===== src/rtl/spad_rf_pkg.sv =====
// Shared types and defaults for the PE scratchpad register file.
// Holds the clear-engine state type and the port packing helper.
package spad_rf_pkg;

   localparam int unsigned DefDataBitwidth = 8;
   localparam int unsigned DefAddrBitwidth = 4;
   localparam int unsigned DefNumRd        = 2;

   typedef enum logic [0:0] {
      IDLE,
      CLEAR
   } clr_state_t;

   // Low bit of port k's field inside a packed multi-port bus.
   function automatic int unsigned slice_lo(input int unsigned port, input int unsigned width);
      return port * width;
   endfunction

endpackage


===== src/rtl/spad_rf_clear_ctrl.sv =====
// Bulk-clear sequencer: walks every address once, issuing a zero write per cycle.
// Busy is taken straight from the state register so it is glitch-free.
module spad_rf_clear_ctrl
   import spad_rf_pkg::*;
#(
   parameter int unsigned ADDR_BITWIDTH = DefAddrBitwidth
) (
   input  logic                     clk,
   input  logic                     rst,
   input  logic                     clr_start,
   output logic                     clr_busy,
   output logic                     clr_we,
   output logic [ADDR_BITWIDTH-1:0] clr_addr
);

   clr_state_t               state_q, state_d;
   logic [ADDR_BITWIDTH-1:0] cnt_q, cnt_d;

   always_ff @(posedge clk or posedge rst) begin
      if (rst) begin
         state_q <= IDLE;
         cnt_q   <= '0;
      end else begin
         state_q <= state_d;
         cnt_q   <= cnt_d;
      end
   end

   always_comb begin
      state_d = state_q;
      cnt_d   = cnt_q;
      unique case (state_q)
         IDLE: begin
            if (clr_start) begin
               state_d = CLEAR;
               cnt_d   = '0;
            end
         end
         CLEAR: begin
            cnt_d = cnt_q + 1'b1;
            // clr_start is deliberately not looked at here.
            if (cnt_q == {ADDR_BITWIDTH{1'b1}}) begin
               state_d = IDLE;
            end
         end
         default: state_d = IDLE;
      endcase
   end

   always_comb begin
      clr_busy = (state_q == CLEAR);
      clr_we   = (state_q == CLEAR);
      clr_addr = cnt_q;
   end

endmodule


===== src/rtl/spad_register_file.sv =====
// Multi-read-port scratchpad with accumulate-on-write, write-first bypass and
// a sequenced bulk clear. Reads are registered; all ports share one write port.
module spad_register_file
   import spad_rf_pkg::*;
#(
   parameter int unsigned DATA_BITWIDTH = DefDataBitwidth,
   parameter int unsigned ADDR_BITWIDTH = DefAddrBitwidth,
   parameter int unsigned NUM_RD        = DefNumRd
) (
   input  logic                              clk,
   input  logic                              rst,
   input  logic                              we,
   input  logic                              acc,
   input  logic [ADDR_BITWIDTH-1:0]          wr_addr,
   input  logic [DATA_BITWIDTH-1:0]          din,
   input  logic [NUM_RD-1:0]                 rd_en,
   input  logic [NUM_RD*ADDR_BITWIDTH-1:0]   rd_addr,
   output logic [NUM_RD*DATA_BITWIDTH-1:0]   dout,
   output logic [NUM_RD-1:0]                 dout_valid,
   input  logic                              clr_start,
   output logic                              clr_busy
);

   localparam int unsigned DEPTH = 1 << ADDR_BITWIDTH;

   logic [DATA_BITWIDTH-1:0] mem_q [DEPTH];
   logic                     clr_we;
   logic [ADDR_BITWIDTH-1:0] clr_addr;
   logic                     access;
   logic [DATA_BITWIDTH-1:0] wr_val;

   spad_rf_clear_ctrl #(
      .ADDR_BITWIDTH (ADDR_BITWIDTH)
   ) u_clear_ctrl (
      .clk       (clk),
      .rst       (rst),
      .clr_start (clr_start),
      .clr_busy  (clr_busy),
      .clr_we    (clr_we),
      .clr_addr  (clr_addr)
   );

   // A clear request pre-empts the cycle it arrives in as well as the clear itself.
   assign access = ~clr_busy & ~clr_start;

   // Post-write value; the sum wraps at DATA_BITWIDTH.
   always_comb begin
      wr_val = din;
      if (acc) begin
         wr_val = mem_q[wr_addr] + din;
      end
   end

   always_ff @(posedge clk or posedge rst) begin
      if (rst) begin
         for (int i = 0; i < DEPTH; i++) begin
            mem_q[i] <= '0;
         end
      end else if (clr_we) begin
         mem_q[clr_addr] <= '0;
      end else if (access && we) begin
         mem_q[wr_addr] <= wr_val;
      end
   end

   for (genvar k = 0; k < NUM_RD; k++) begin : g_rd
      localparam int unsigned AddrLo = slice_lo(k, ADDR_BITWIDTH);
      localparam int unsigned DataLo = slice_lo(k, DATA_BITWIDTH);

      logic [ADDR_BITWIDTH-1:0] addr;
      logic [DATA_BITWIDTH-1:0] rd_val;
      logic [DATA_BITWIDTH-1:0] dout_q;
      logic                     valid_q;

      assign addr   = rd_addr[AddrLo +: ADDR_BITWIDTH];
      assign rd_val = (we && (addr == wr_addr)) ? wr_val : mem_q[addr];

      always_ff @(posedge clk or posedge rst) begin
         if (rst) begin
            dout_q  <= '0;
            valid_q <= 1'b0;
         end else begin
            valid_q <= access & rd_en[k];
            if (access && rd_en[k]) begin
               dout_q <= rd_val;
            end
         end
      end

      assign dout[DataLo +: DATA_BITWIDTH] = dout_q;
      assign dout_valid[k]                 = valid_q;
   end

endmodule


===== config.mk =====
export PLATFORM = sky130hd
export DESIGN_NAME = spad_register_file
export DESIGN_NICKNAME = d
export VERILOG_FILES = /design/src/rtl/spad_rf_pkg.sv /design/src/rtl/spad_rf_clear_ctrl.sv /design/src/rtl/spad_register_file.sv
export SDC_FILE = /design/constraint.sdc
export NUM_CORES = 1
export LEC_CHECK = 0
export CAP_MARGIN = 20
export CORE_MARGIN = 2
export CORE_UTILIZATION = 45
export DETAILED_ROUTE_END_ITERATION = 8
export PLACE_DENSITY = 0.62
export RECOVER_POWER = 100
export SLEW_MARGIN = 30
export SYNTH_ARGS = -nofsm -noshare
export SYNTH_HDL_FRONTEND = slang
export SYNTH_SLANG_ARGS = --single-unit

===== constraint.sdc =====
create_clock -name clk -period 16.5 [get_ports clk]
set_input_delay 4.95 -clock clk [delete_from_list [all_inputs] [get_ports clk]]
set_output_delay 4.95 -clock clk [all_outputs]
set_load 0.02 [all_outputs]

==> metrics.csv <==
stage;metric;value;unit
status;outcome;finished with violations;
status;violations;capacitance limit, slew limit;
cells_and_area;nets;824;
die;io_pins;46;
cts;post_cts_resized;0;
routing;drt_iter0_drc;730;
placed_design;gp_congestion;0.977;
routing;wl_per_cell;29.4;um
cells_and_area;final_cell_mix;dfrtp_1, mux4_2, a22o_1;
sta;relSlewSlack;-1.35;
die;die_y;149;um
sta;period_share;0.653;
global_routing;grt_max_degree;96;
global_routing;grt_usage;0.298;
critical_path;worstSetupEndpointType;flip-flop;
power_and_ir_drop;irDropWorstVdd;0.0578;mV
routing;vias;7508;
placed_design;io_buffers;45;
yosys;netlist_area;9400;um2
min_path;hold_class;reg -> reg;
routing;via_per_inst;7.03;
critical_path;slowest_stage;clkbuf_1;
global_routing;grt_antenna_before_repair;1;
critical_path;path_cells;buf_2 -> clkbuf_1 -> mux4_2 -> mux4_2 -> ha_1 -> a21o_1 -> a21oi_1 -> o31ai_1 -> xor2_1 -> and2_0 -> xnor2_1 -> a22o_1;
sta;hold_viol_final;0;
yosys;ys_ff_latch;151;
yosys;synth_edf_count;0;
power_and_ir_drop;power_leakage;4.51;nW
critical_path;cp.arrival;11.14;ns
yosys;yosysWarningCount;0;
critical_path;crit_buf_inv;2;
cts;cts_tree;yes;
critical_path;critPathLaunchType;primary input;
cells_and_area;fin_area;10700;um2
critical_path;crit_top_cell;mux4_2;
die;coreArea;20400;um2
sta;setup_slack;5.72;ns
sta;fin_setup_tns;0;ns
sta;worst_slew_pin_slew;3.52;ns
sta;hold_ws;0.472;ns
global_routing;grt_pass1_vias;7549;
global_routing;grt_pass1_wl;48100;um
critical_path;critPathMaxFanout;38;
yosys;synth-main-ff-cell;dfrtp_1;
cells_and_area;drive_above_1_share;0.231;
job;cap_violations;5;
sta;fin_skew;0.0107;ns
critical_path;slowest_delay;2.24;ns
placed_design;hpwl;21200;um
placed_design;post-place-ws;7.36;ns
cts;cts_hold_buf;0;
cts;root_buffer;clkbuf_16;
routing;first_pass_iters;5;
sta;setup_viol;0;
cts;clk_pin_slew;0.06;ns
die;die_width;149;um
yosys;postSynth.asyncResetShare;1.00;
cells_and_area;n_antenna_cell;0;
cells_and_area;fillerInstances;1705;
critical_path;cp.required;16.87;ns
yosys;synth_cell_type_count;46;
cells_and_area;finalNonFillerCells;1068;
routing;wirelength;31400;um
placed_design;placed_cell_area;10100;um2
sta;rsz0062_at_grt;false;
routing;drc;0;
yosys;syn_inst;757;
yosys;seq_area_frac_synth;0.402;
die;start_util;0.462;
cts;cts_setup_buffers;0;
cts;cts_sinks;151;
sta;min_period;10.78;ns
placed_design;dp_cells;1035;
cts;worst_skew_pair.late_latency;0.44;ns
cells_and_area;area_delta_synth_final;14.1;%
sta;drv_slew;204;
cts;cts_htree_levels;4;
yosys;syn-num-nets;796;
die;dieArea;22100;um2
cells_and_area;mostFrequentLayoutCell;dfrtp_1;
sta;fmax;0.0928;GHz
cts;cts_buffer_depth;2;
critical_path;worstSetupPathType;in -> reg;
cts;numCtsBuffers;17;
routing;antenna_left;0;
yosys;avgSynthCellArea;12.4;um2
power_and_ir_drop;powerDensity;112;nW/um2
global_routing;grt_overflow;0;
die;placementRows;52;
critical_path;path_delay_family;buffers and inverters;
power breakdown:
| group | internal, mW | switching, mW | leakage [nW] | total (mW) |
|---|---|---|---|---|
| sequential | 0.413 | 0.0420 | 2.09 | 0.455 |
| clock | 0.266 | 0.162 | 0.311 | 0.429 |
| combinational | 0.121 | 0.197 | 2.12 | 0.318 |
sequential cells by signal, summed over array words and instances, names as in the netlist:
signal / cells
mem_q: 128
u_clear_ctrl.clr_addr: 4
g_rd.valid_q: 2
u_clear_ctrl.clr_busy: 1
g_rd.dout_q: 16
cell usage after synthesis, types with 11 or more instances:
master | instances | area, um2
nand2_1 | 54 | 203
mux4_2 | 109 | 2450
ha_1 | 11 | 138
dfrtp_1 | 151 | 3780
nor3_1 | 12 | 60.1
nor2b_1 | 12 | 75.1
mux2i_1 | 20 | 200
a21oi_1 | 47 | 235
a22o_1 | 93 | 815
inv_1 | 11 | 41.3
clkbuf_1 | 29 | 109
nor2_1 | 34 | 128
nand3_1 | 18 | 90.1
o21ai_0 | 43 | 215
buf_2 | 19 | 95.1
a211oi_1 | 17 | 128
through the flow:
step / utilization / power (mW)
5_1_grt: 0.527 / 1.25
6_report: 0.527 / 1.20
3_3_place_gp: 0.496 / 0.763
2_1_floorplan: - / 0.648
4_1_cts: 0.529 / 1.21
3_5_place_dp: 0.498 / 0.778
path summary, 6_finish.rpt:
path,end,start,slack (ns),cells after the start
max reg2reg,mem_q[79]$_DFFE_PP0P_,mem_q[97]$_DFFE_PP0P_,12.42,10
max in group asynchronous,mem_q[13]$_DFFE_PP0P_,rst,7.26,3
max,mem_q[79]$_DFFE_PP0P_,wr_addr[0],5.72,12
min,g_rd[1].dout_q[2]$_DFFE_PP0P_,g_rd[1].dout_q[2]$_DFFE_PP0P_,0.47,2
min in group asynchronous,mem_q[123]$_DFFE_PP0P_,rst,5.30,2
min reg2reg,g_rd[1].dout_q[2]$_DFFE_PP0P_,g_rd[1].dout_q[2]$_DFFE_PP0P_,0.47,2
routing by layer:
metal  global-route usage  wire length [um]  vias to the layer above
li1                     -                 -                     3057
met1                0.411             12300                     3867
met2                0.451             14400                      511
met3               0.0914              3780                       71
met4                0.107               894                        2
met5                    0                 8                        -
worst min-delay path: stages, from the launching register on:
cell     delay [ns]
dfrtp_1        0.33
nand2_1        0.04
o21ai_0        0.06
kinds of logic after synthesis:
logic type | count (synthesis) | share of synthesized area
buffers and inverters | 72 | 0.0329
and+or+nand+nor | 151 | 0.0749
DFF | 151 | 0.402
AOI/OAI and AO/OA | 220 | 0.166
xor gates and xnor gates | 15 | 0.0168
adders and majority gates | 12 | 0.0168
muxes | 136 | 0.291
final cells by class:
class / instances / area, um2 / area share
multi-input cells: 534 / 5330 / 0.497
flip-flops and latches: 151 / 3780 / 0.352
repair buffers: 70 / 598 / 0.0558
clock buffers: 22 / 474 / 0.0442
well taps: 270 / 338 / 0.0315
clock inverters: 10 / 168 / 0.0156
inverters: 11 / 42.5 / 0.00397
Power figures use the tool's default switching activity.
